--- src/rtl/rriscv_pkg.sv ---
// rtl/rriscv_pkg.sv - shared RISC-V op/format enums and opcode/funct field constants.
package rriscv_pkg;

  localparam int XLEN = 32;

  typedef enum logic [3:0] {
    OP_ADD  = 4'd0,
    OP_MUL  = 4'd1,
    OP_XOR  = 4'd2,
    OP_ADDI = 4'd3,
    OP_LW   = 4'd4,
    OP_SW   = 4'd5,
    OP_JAL  = 4'd6,
    OP_BEQ  = 4'd7,
    OP_BNE  = 4'd8
  } op_e;

  typedef enum logic [2:0] {
    FMT_R,
    FMT_I,
    FMT_S,
    FMT_B,
    FMT_J
  } imm_fmt_e;

  localparam logic [6:0] OPC_OP     = 7'b0110011;
  localparam logic [6:0] OPC_OP_IMM = 7'b0010011;
  localparam logic [6:0] OPC_LOAD   = 7'b0000011;
  localparam logic [6:0] OPC_STORE  = 7'b0100011;
  localparam logic [6:0] OPC_JAL    = 7'b1101111;
  localparam logic [6:0] OPC_BRANCH = 7'b1100011;

  localparam logic [2:0] F3_ADD = 3'b000;
  localparam logic [2:0] F3_XOR = 3'b100;
  localparam logic [2:0] F3_LW  = 3'b010;
  localparam logic [2:0] F3_SW  = 3'b010;
  localparam logic [2:0] F3_BEQ = 3'b000;
  localparam logic [2:0] F3_BNE = 3'b001;

  localparam logic [6:0] F7_BASE   = 7'b0000000;
  localparam logic [6:0] F7_MULDIV = 7'b0000001;

  localparam logic [31:0] INSTR_NOP = 32'h0000_0013;

endpackage

--- src/rtl/imm_packer.sv ---
// rtl/imm_packer.sv - places a signed immediate into I/S/B/J instruction bit positions
// and flags values outside the format's encodable range.
import rriscv_pkg::*;

module imm_packer (
  input  imm_fmt_e          fmt_i,
  input  logic [XLEN-1:0]   imm_i,
  output logic [31:0]       imm_bits_o,
  output logic              range_err_o
);

  logic signed [XLEN-1:0] simm;
  assign simm = $signed(imm_i);

  always_comb begin
    imm_bits_o  = 32'h0;
    range_err_o = 1'b0;
    case (fmt_i)
      FMT_I: begin
        imm_bits_o  = {imm_i[11:0], 20'h0};
        range_err_o = (simm < -32'sd2048) || (simm > 32'sd2047);
      end
      FMT_S: begin
        imm_bits_o  = {imm_i[11:5], 13'h0, imm_i[4:0], 7'h0};
        range_err_o = (simm < -32'sd2048) || (simm > 32'sd2047);
      end
      FMT_B: begin
        imm_bits_o  = {imm_i[12], imm_i[10:5], 13'h0, imm_i[4:1], imm_i[11], 7'h0};
        range_err_o = (simm < -32'sd4096) || (simm > 32'sd4094) || imm_i[0];
      end
      FMT_J: begin
        imm_bits_o  = {imm_i[20], imm_i[10:1], imm_i[11], imm_i[19:12], 12'h0};
        range_err_o = (simm < -32'sd1048576) || (simm > 32'sd1048574) || imm_i[0];
      end
      default: begin
        imm_bits_o  = 32'h0;
        range_err_o = 1'b0;
      end
    endcase
  end

endmodule

--- src/rtl/instruction_encoder.sv ---
// rtl/instruction_encoder.sv - streaming RISC-V mnemonic-to-word encoder with one-slot output.
// ENCODER_RANGE_CHECK_EN adds immediate range violations to err_o.
import rriscv_pkg::*;

module instruction_encoder #(
  parameter logic [XLEN-1:0] BASE_ADDR = '0
) (
  input  logic              clk_i,
  input  logic              rst_ni,
  input  logic              clear_i,
  input  logic              req_valid_i,
  output logic              req_ready_o,
  input  logic [3:0]        op_i,
  input  logic [4:0]        rd_i,
  input  logic [4:0]        rs1_i,
  input  logic [4:0]        rs2_i,
  input  logic [XLEN-1:0]   imm_i,
  output logic              instr_valid_o,
  input  logic              instr_ready_i,
  output logic [31:0]       instr_o,
  output logic [XLEN-1:0]   addr_o,
  output logic              err_o,
  output logic [15:0]       count_o
);

  typedef enum logic {EMPTY, FULL} state_e;
  state_e state;

  imm_fmt_e    fmt;
  logic [6:0]  opcode;
  logic [2:0]  funct3;
  logic [6:0]  funct7;
  logic        illegal;
  logic [31:0] fields;
  logic [31:0] imm_bits;
  logic        range_err;
  logic [31:0] word;
  logic        word_err;
  logic        handoff;
  logic        accept;

  imm_packer u_imm_packer (
    .fmt_i       (fmt),
    .imm_i       (imm_i),
    .imm_bits_o  (imm_bits),
    .range_err_o (range_err)
  );

  always_comb begin
    fmt     = FMT_R;
    opcode  = 7'h0;
    funct3  = 3'h0;
    funct7  = F7_BASE;
    illegal = 1'b0;
    case (op_e'(op_i))
      OP_ADD:  begin fmt = FMT_R; opcode = OPC_OP;     funct3 = F3_ADD; end
      OP_MUL:  begin fmt = FMT_R; opcode = OPC_OP;     funct3 = F3_ADD; funct7 = F7_MULDIV; end
      OP_XOR:  begin fmt = FMT_R; opcode = OPC_OP;     funct3 = F3_XOR; end
      OP_ADDI: begin fmt = FMT_I; opcode = OPC_OP_IMM; funct3 = F3_ADD; end
      OP_LW:   begin fmt = FMT_I; opcode = OPC_LOAD;   funct3 = F3_LW;  end
      OP_SW:   begin fmt = FMT_S; opcode = OPC_STORE;  funct3 = F3_SW;  end
      OP_JAL:  begin fmt = FMT_J; opcode = OPC_JAL;    end
      OP_BEQ:  begin fmt = FMT_B; opcode = OPC_BRANCH; funct3 = F3_BEQ; end
      OP_BNE:  begin fmt = FMT_B; opcode = OPC_BRANCH; funct3 = F3_BNE; end
      default: illegal = 1'b1;
    endcase
  end

  // Register/funct fields only; immediate bits are OR-ed in from the packer.
  always_comb begin
    fields = 32'h0;
    case (fmt)
      FMT_R:        fields = {funct7, rs2_i, rs1_i, funct3, rd_i, opcode};
      FMT_I:        fields = {12'h0, rs1_i, funct3, rd_i, opcode};
      FMT_S, FMT_B: fields = {7'h0, rs2_i, rs1_i, funct3, 5'h0, opcode};
      FMT_J:        fields = {20'h0, rd_i, opcode};
      default:      fields = 32'h0;
    endcase
  end

  assign word = illegal ? INSTR_NOP : (fields | imm_bits);

`ifdef ENCODER_RANGE_CHECK_EN
  assign word_err = illegal || range_err;
`else
  logic unused_range;
  assign unused_range = range_err;
  assign word_err     = illegal;
`endif

  assign instr_valid_o = (state == FULL);
  assign req_ready_o   = rst_ni && !clear_i && (!instr_valid_o || instr_ready_i);
  assign handoff       = instr_valid_o && instr_ready_i;
  assign accept        = req_valid_i && req_ready_o;

  always_ff @(posedge clk_i) begin
    if (!rst_ni || clear_i) begin
      state   <= EMPTY;
      instr_o <= 32'h0;
      err_o   <= 1'b0;
      addr_o  <= BASE_ADDR;
      count_o <= 16'h0;
    end else begin
      if (handoff) begin
        addr_o <= addr_o + XLEN'(4);
        if (count_o != 16'hFFFF) count_o <= count_o + 16'd1;
      end
      if (accept) begin
        state   <= FULL;
        instr_o <= word;
        err_o   <= word_err;
      end else if (handoff) begin
        state <= EMPTY;
      end
    end
  end

endmodule

--- config.mk ---
export PLATFORM = sky130hd
export DESIGN_NAME = instruction_encoder
export DESIGN_NICKNAME = d
export VERILOG_FILES = /design/src/rtl/rriscv_pkg.sv /design/src/rtl/imm_packer.sv /design/src/rtl/instruction_encoder.sv
export SDC_FILE = /design/constraint.sdc
export NUM_CORES = 1
export LEC_CHECK = 0
export BUFFER_PORTS_ARGS = -buffer_cell sky130_fd_sc_hd__buf_4
export CORE_MARGIN = 2
export CORE_UTILIZATION = 39
export CTS_CLUSTER_DIAMETER = 40
export DETAILED_ROUTE_END_ITERATION = 6
export GPL_ROUTABILITY_DRIVEN = 1
export PLACE_DENSITY = 0.67
export SETUP_SLACK_MARGIN = 0.3
export SLEW_MARGIN = 5
export SYNTH_ARGS = -nofsm -noshare
export SYNTH_HDL_FRONTEND = slang
export SYNTH_SLANG_ARGS = --single-unit
--- constraint.sdc ---
create_clock -name clk_i -period 2 [get_ports clk_i]
set_input_delay 0.4 -clock clk_i [delete_from_list [all_inputs] [get_ports clk_i]]
set_output_delay 0.4 -clock clk_i [all_outputs]
set_load 0.005 [all_outputs]
Yosys cells after proc, flatten, opt, wreduce, memory -nomap -nowiden
Index checks and enable logic that the tools add are counted.
- bits in latches: 0
- register bits: 82
- memories: 0
- memory bits (writable): 0
- ROM bits: 0
- logic and storage cells: 50
- bitwise gates (word level): 1
- reduce and logical (&&, ||, !) cells: 19
- $lt $le $gt $ge: 0
- add/sub/neg operators: 2
- multiplexer cells: 10
- equal/unequal tests: 13
- divide/modulo/power cells: 0
- shift operators: 0
- multiply operators: 0
- operators by type and width (cell ; count):
    $pmux W32 S4 ; 2
    $pmux W7 S6 ; 1
    $add A32 B3 Y32 const B ; 1
    $mux W32 ; 1
    $or A32 B32 Y32 ; 1
    $add A16 B1 Y16 const B ; 1
    $eq A4 B3 Y1 const B ; 4
    $ne A16 B16 Y1 const B ; 1
    $pmux W3 S4 ; 1
    $pmux W3 S3 ; 1
    $reduce_or A9 Y1 ; 1
    $eq A4 B2 Y1 const B ; 2
    $reduce_or A2 Y1 ; 4
    $eq A3 B2 Y1 const B ; 2
    $eq A4 B1 Y1 const B ; 1
    $eq A4 B4 Y1 const B ; 1
    $logic_and A1 B1 Y1 ; 4
    $logic_not A4 Y1 ; 1
    $mux W1 ; 4
    $eq A3 B1 Y1 const B ; 1
    $eq A3 B3 Y1 const B ; 1
    $logic_not A1 Y1 ; 3
    $logic_not A3 Y1 ; 1
    $reduce_or A3 Y1 ; 1
    3 further kinds ; 4

Depth between registers and ports, before layout
- depth in word-level cells: 8
- gate-level depth with buffers: 7
- mapped depth without buffers: 5

Cells and area by module
A second synthesis with hierarchy kept.
- cell total of the unflattened synthesis: 521
- area total of the unflattened synthesis: 4339.2 µm²
- modules (own cells, without submodules) (module ; cells each ; instances ; area an instance (µm²)):
    instruction_encoder ; 441 ; 1 ; 3759.9
    imm_packer ; 80 ; 1 ; 579.3

Worst setup path before layout
Ideal clock, no wire load.
- kind: input port to flip-flop
- start point: input port op_i[2]
- end point: register instr_o[20]
- slack: -0.117 ns
- arrival time: 2.000 ns
- data required time: 1.883 ns
- stages: 6
- buffers on the path: 2
- cells stage by stage: clkbuf_1 nor4bb_1 clkbuf_1 mux2_2 mux2_2 a32o_1
- longest elaborated chain between the ends: 8
- elaborated cells on any way between the ends: 23
- classes of those cells: eq/ne (12); mux (4); bitwise (1); reduce/logical (6)
- ends and longest elaborated chain (item ; RTL line ; text):
    start: declaration ; instruction_encoder.sv:13 ; input logic [3:0] op_i,
    $eq A4 B4 Y1 (tied with other cells) ; instruction_encoder.sv:55 ; case (op_e'(op_i))
    $reduce_or A2 Y1 (no source line) ; -- ;
    $pmux W3 S4 ; instruction_encoder.sv:55 ;
    $eq A3 B2 Y1 ; -- ;
    $reduce_or A2 Y1 ; instruction_encoder.sv:72 ; case (fmt)
    $pmux W32 S4 ; instruction_encoder.sv:72 ;
    $or A32 B32 Y32 ; instruction_encoder.sv:81 ; assign word = illegal ? INSTR_NOP : (fields | imm_bits);
    $mux W32 * ; instruction_encoder.sv:81 ;
    end signal: assignment ; instruction_encoder.sv:110 ; instr_o <= word;
    end: declaration ; instruction_encoder.sv:20 ; output logic [31:0] instr_o,
Every way passes the cells marked *; elsewhere a longest branch is shown, timed or not.
A chain may end at the register's enable or synchronous reset.

Worst setup path after layout
- start point: register addr_o[9]
- end point: register addr_o[23]
- longest elaborated chain between the ends: 1
- ends and longest elaborated chain (item ; RTL line ; text):
    start: declaration ; instruction_encoder.sv:21 ; output logic [XLEN-1:0] addr_o,
    start signal: assignment ; instruction_encoder.sv:105 ; addr_o <= addr_o + XLEN'(4);
    $add A32 B3 Y32 ; instruction_encoder.sv:105 ;
No other way between the ends.

==> metrics.cfg <==
[status]
status=finished, final reports clean

[global_routing]
grt_max_degree=43
overflow=0
grt_pass1_vias=3924
grt_usage_pct=20.2
grt_pass1_wl_um=18400
antenna_found_initial=0

[hold_path]
whs_endpoint=instr_o[29]
holdCritPathClass=in2reg
hp-start=imm_i[9]
hold_depth=3

[synth]
yosysUniqueCellTypes=61
syn_avg_cell_area_um2=8.28
yosysSeqAreaShare_pct=39.4
yosys_warnings=0
netlist_top_cells_count=dfxtp_1, nand2_1, a21oi_1, nor2_1, clkbuf_1
synth_top_cell_area_share_pct=39.4
synth_edf_count=0
yosysTopAreaCell=dfxtp_1
ys.flop_type=dfxtp_1
syn_inst=478
synth.area.top_cells=dfxtp_1, nand2_1, a21oi_1
netlist_area_um2=3960
ys_async_sr_fraction_pct=0
ys_ff_latch=78
yosysMostFrequentCell=dfxtp_1

[clock_tree]
cts_tree=yes
cts.sinks=78
root_buffer=clkbuf_8
path_clk_slew_ns=0.09
cts_hold_buf=0
clk_latency_ns=0.34
h-tree-depth=3
cts-buffers-inserted=9
clock_path_buffers=2

[drt]
drtPass1Iterations=4
drt_iter0_markers=136
ant_nets=0
vias_per_cell=5.40
route.vias.total=4087
routed_wl_um=11500
drc_errors=0
wire_per_inst_um=15.2

[floorplanning]
num_rows=36
num_io_pins=139
core_region_area_um2=9820
initial_utilization_pct=40.3
die_area_um2=11000
die_x_um=105
die_h_um=105

[setup_path]
r2r-end=addr_o[23]
r2r_start=addr_o[9]
r2r_slack_ns=0.21
crit_path_end_kind=register
reg2regPathDepth=5
start_kind=register
arrival_ns=2.06
path_class=reg2reg
crit_path_start=addr_o[9]
cp.required_ns=2.27
cp_max_fo=5

[power_and_ir_drop]
switchingPower_uw=761
p_leak_nw=2.28
comb_power_share_pct=8.6
power_density_nw_per_um2=596
p_sw_share_pct=22.2
ir_worst_vdd_mv=0.414
seq_power_share_pct=45.6
p_int_mw=2.66
pwr-share-clk_pct=45.8

[sta]
min_period_ns=1.79
slew_viol_final=0
layout_setup_ws_ns=0.215
max_freq_mhz=560
skew_ns=0.0138
fin_crit_sh_pct=89.3
rsz0062_at_grt=yes
slew_headroom_pct=55.9
hold_violations=0
worstMarginPinSlew_ns=0.655
setup_violations=0
tns_ns=0

[place]
io_buffers=125
hpwl_um=7930
gp_congestion=0.871
postPlaceCellArea_um2=5190
pre_cts_slack_ns=0.0264
dp.cells=724

[layout]
finalNetCount=677
area_delta_synth_final_pct=45.1
drive_above_1_share_pct=40.5
final_area_um2=5740
fin_cells=757
diodes=0
final_util_pct=58.5
seq_area_um2=1620
num-fill-cells=885
multi_input_area_um2=2360

[job]
maxCapViolations=0

power groups by stage:
stage	Clock [mW]	Sequential, mW	Combinational [mW]
detailed placement	0	1.60	0.292
global route	1.69	1.56	0.322
finish	1.57	1.56	0.295
global placement	0	1.60	0.286
floorplan	0	1.60	0.152
CTS	1.60	1.56	0.294
layer usage:
metal / track usage [%] / vias up / part of all wire [%]
met5: 0 / - / 0
met4: 4.29 / 0 / 0.79
met3: 6.49 / 8 / 7.6
met2: 34.6 / 135 / 49
met1: 24.7 / 1904 / 43
li1: - / 2040 / -
flip-flops by register name (all words and copies together), names as in the netlist:
signal	count
addr_o	30
instr_o	30
count_o	16
err_o	1
instr_valid_o	1
logic make-up after synthesis:
logic type	share of synthesized area [%]
buffers and inverters	4.93
adders and majority gates	0.632
muxes	4.80
and+or+nand+nor	28.8
DFF	39.4
xor gates and xnor gates	2.65
other	0.0947
AOI/OAI and AO/OA	18.6
area by class of cell:
cell class	count	share of cell area (%)
multi-input cells	355	41.0
flip-flops and latches	78	28.1
inverters	7	0.457
well taps	133	2.90
repair buffers	168	22.8
clock inverters	7	2.55
clock buffers	9	2.16
repair_timing:
action,CTS,global route
setup endpoints to repair,10,26
cloned,1,1
hold endpoints to repair,0,0
pin swaps,4,8
gates resized for setup,14,31
buffers inserted,11,4
cells in the final DEF, fill, tap and decap left out, types with 5 or more instances in the layout:
cell / n
o21ai_0: 23
a21oi_1: 35
a211o_1: 5
mux2i_1: 10
clkbuf_8: 9
nor4_1: 5
buf_4: 163
o31ai_1: 5
or4_4: 5
and4_1: 7
o41ai_1: 5
a31oi_1: 5
a22oi_1: 5
xor2_1: 6
nand4_1: 13
nor3b_1: 6
dfxtp_4: 10
a211oi_1: 5
nand3_1: 22
nor3_1: 5
or4_1: 5
mux2_2: 6
xnor2_1: 6
dfxtp_1: 55
dfxtp_2: 13
nand2_1: 62
inv_1: 6
nand2b_1: 11
nor2_1: 30
through the flow:
step,hold slack [ns],total power [mW]
6_report,0.315,3.42
3_5_place_dp,0.447,1.89
5_1_grt,0.305,3.57
4_1_cts,0.300,3.46
3_3_place_gp,0.441,1.89
2_1_floorplan,0.448,1.75
critical path, cell delays in order, from the launching register on:
cell and delay [ns]:
dfxtp_4 0.37, nand3_4 0.07, or4_4 0.56, buf_8 0.16
or4_4 0.41, a21oi_2 0.14
how the worst max path moves through the flow:
stage	end	slack, ns	depth (start not counted)
3_3_place_gp	instr_o[20]	0.05	5
5_1_grt	addr_o[26]	0.13	5
6_report	addr_o[23]	0.21	5
2_1_floorplan	instr_o[20]	0.18	6
4_1_cts	addr_o[24]	0.24	5
3_5_place_dp	instr_o[18]	0.03	6
Power figures use the tool's default switching activity.
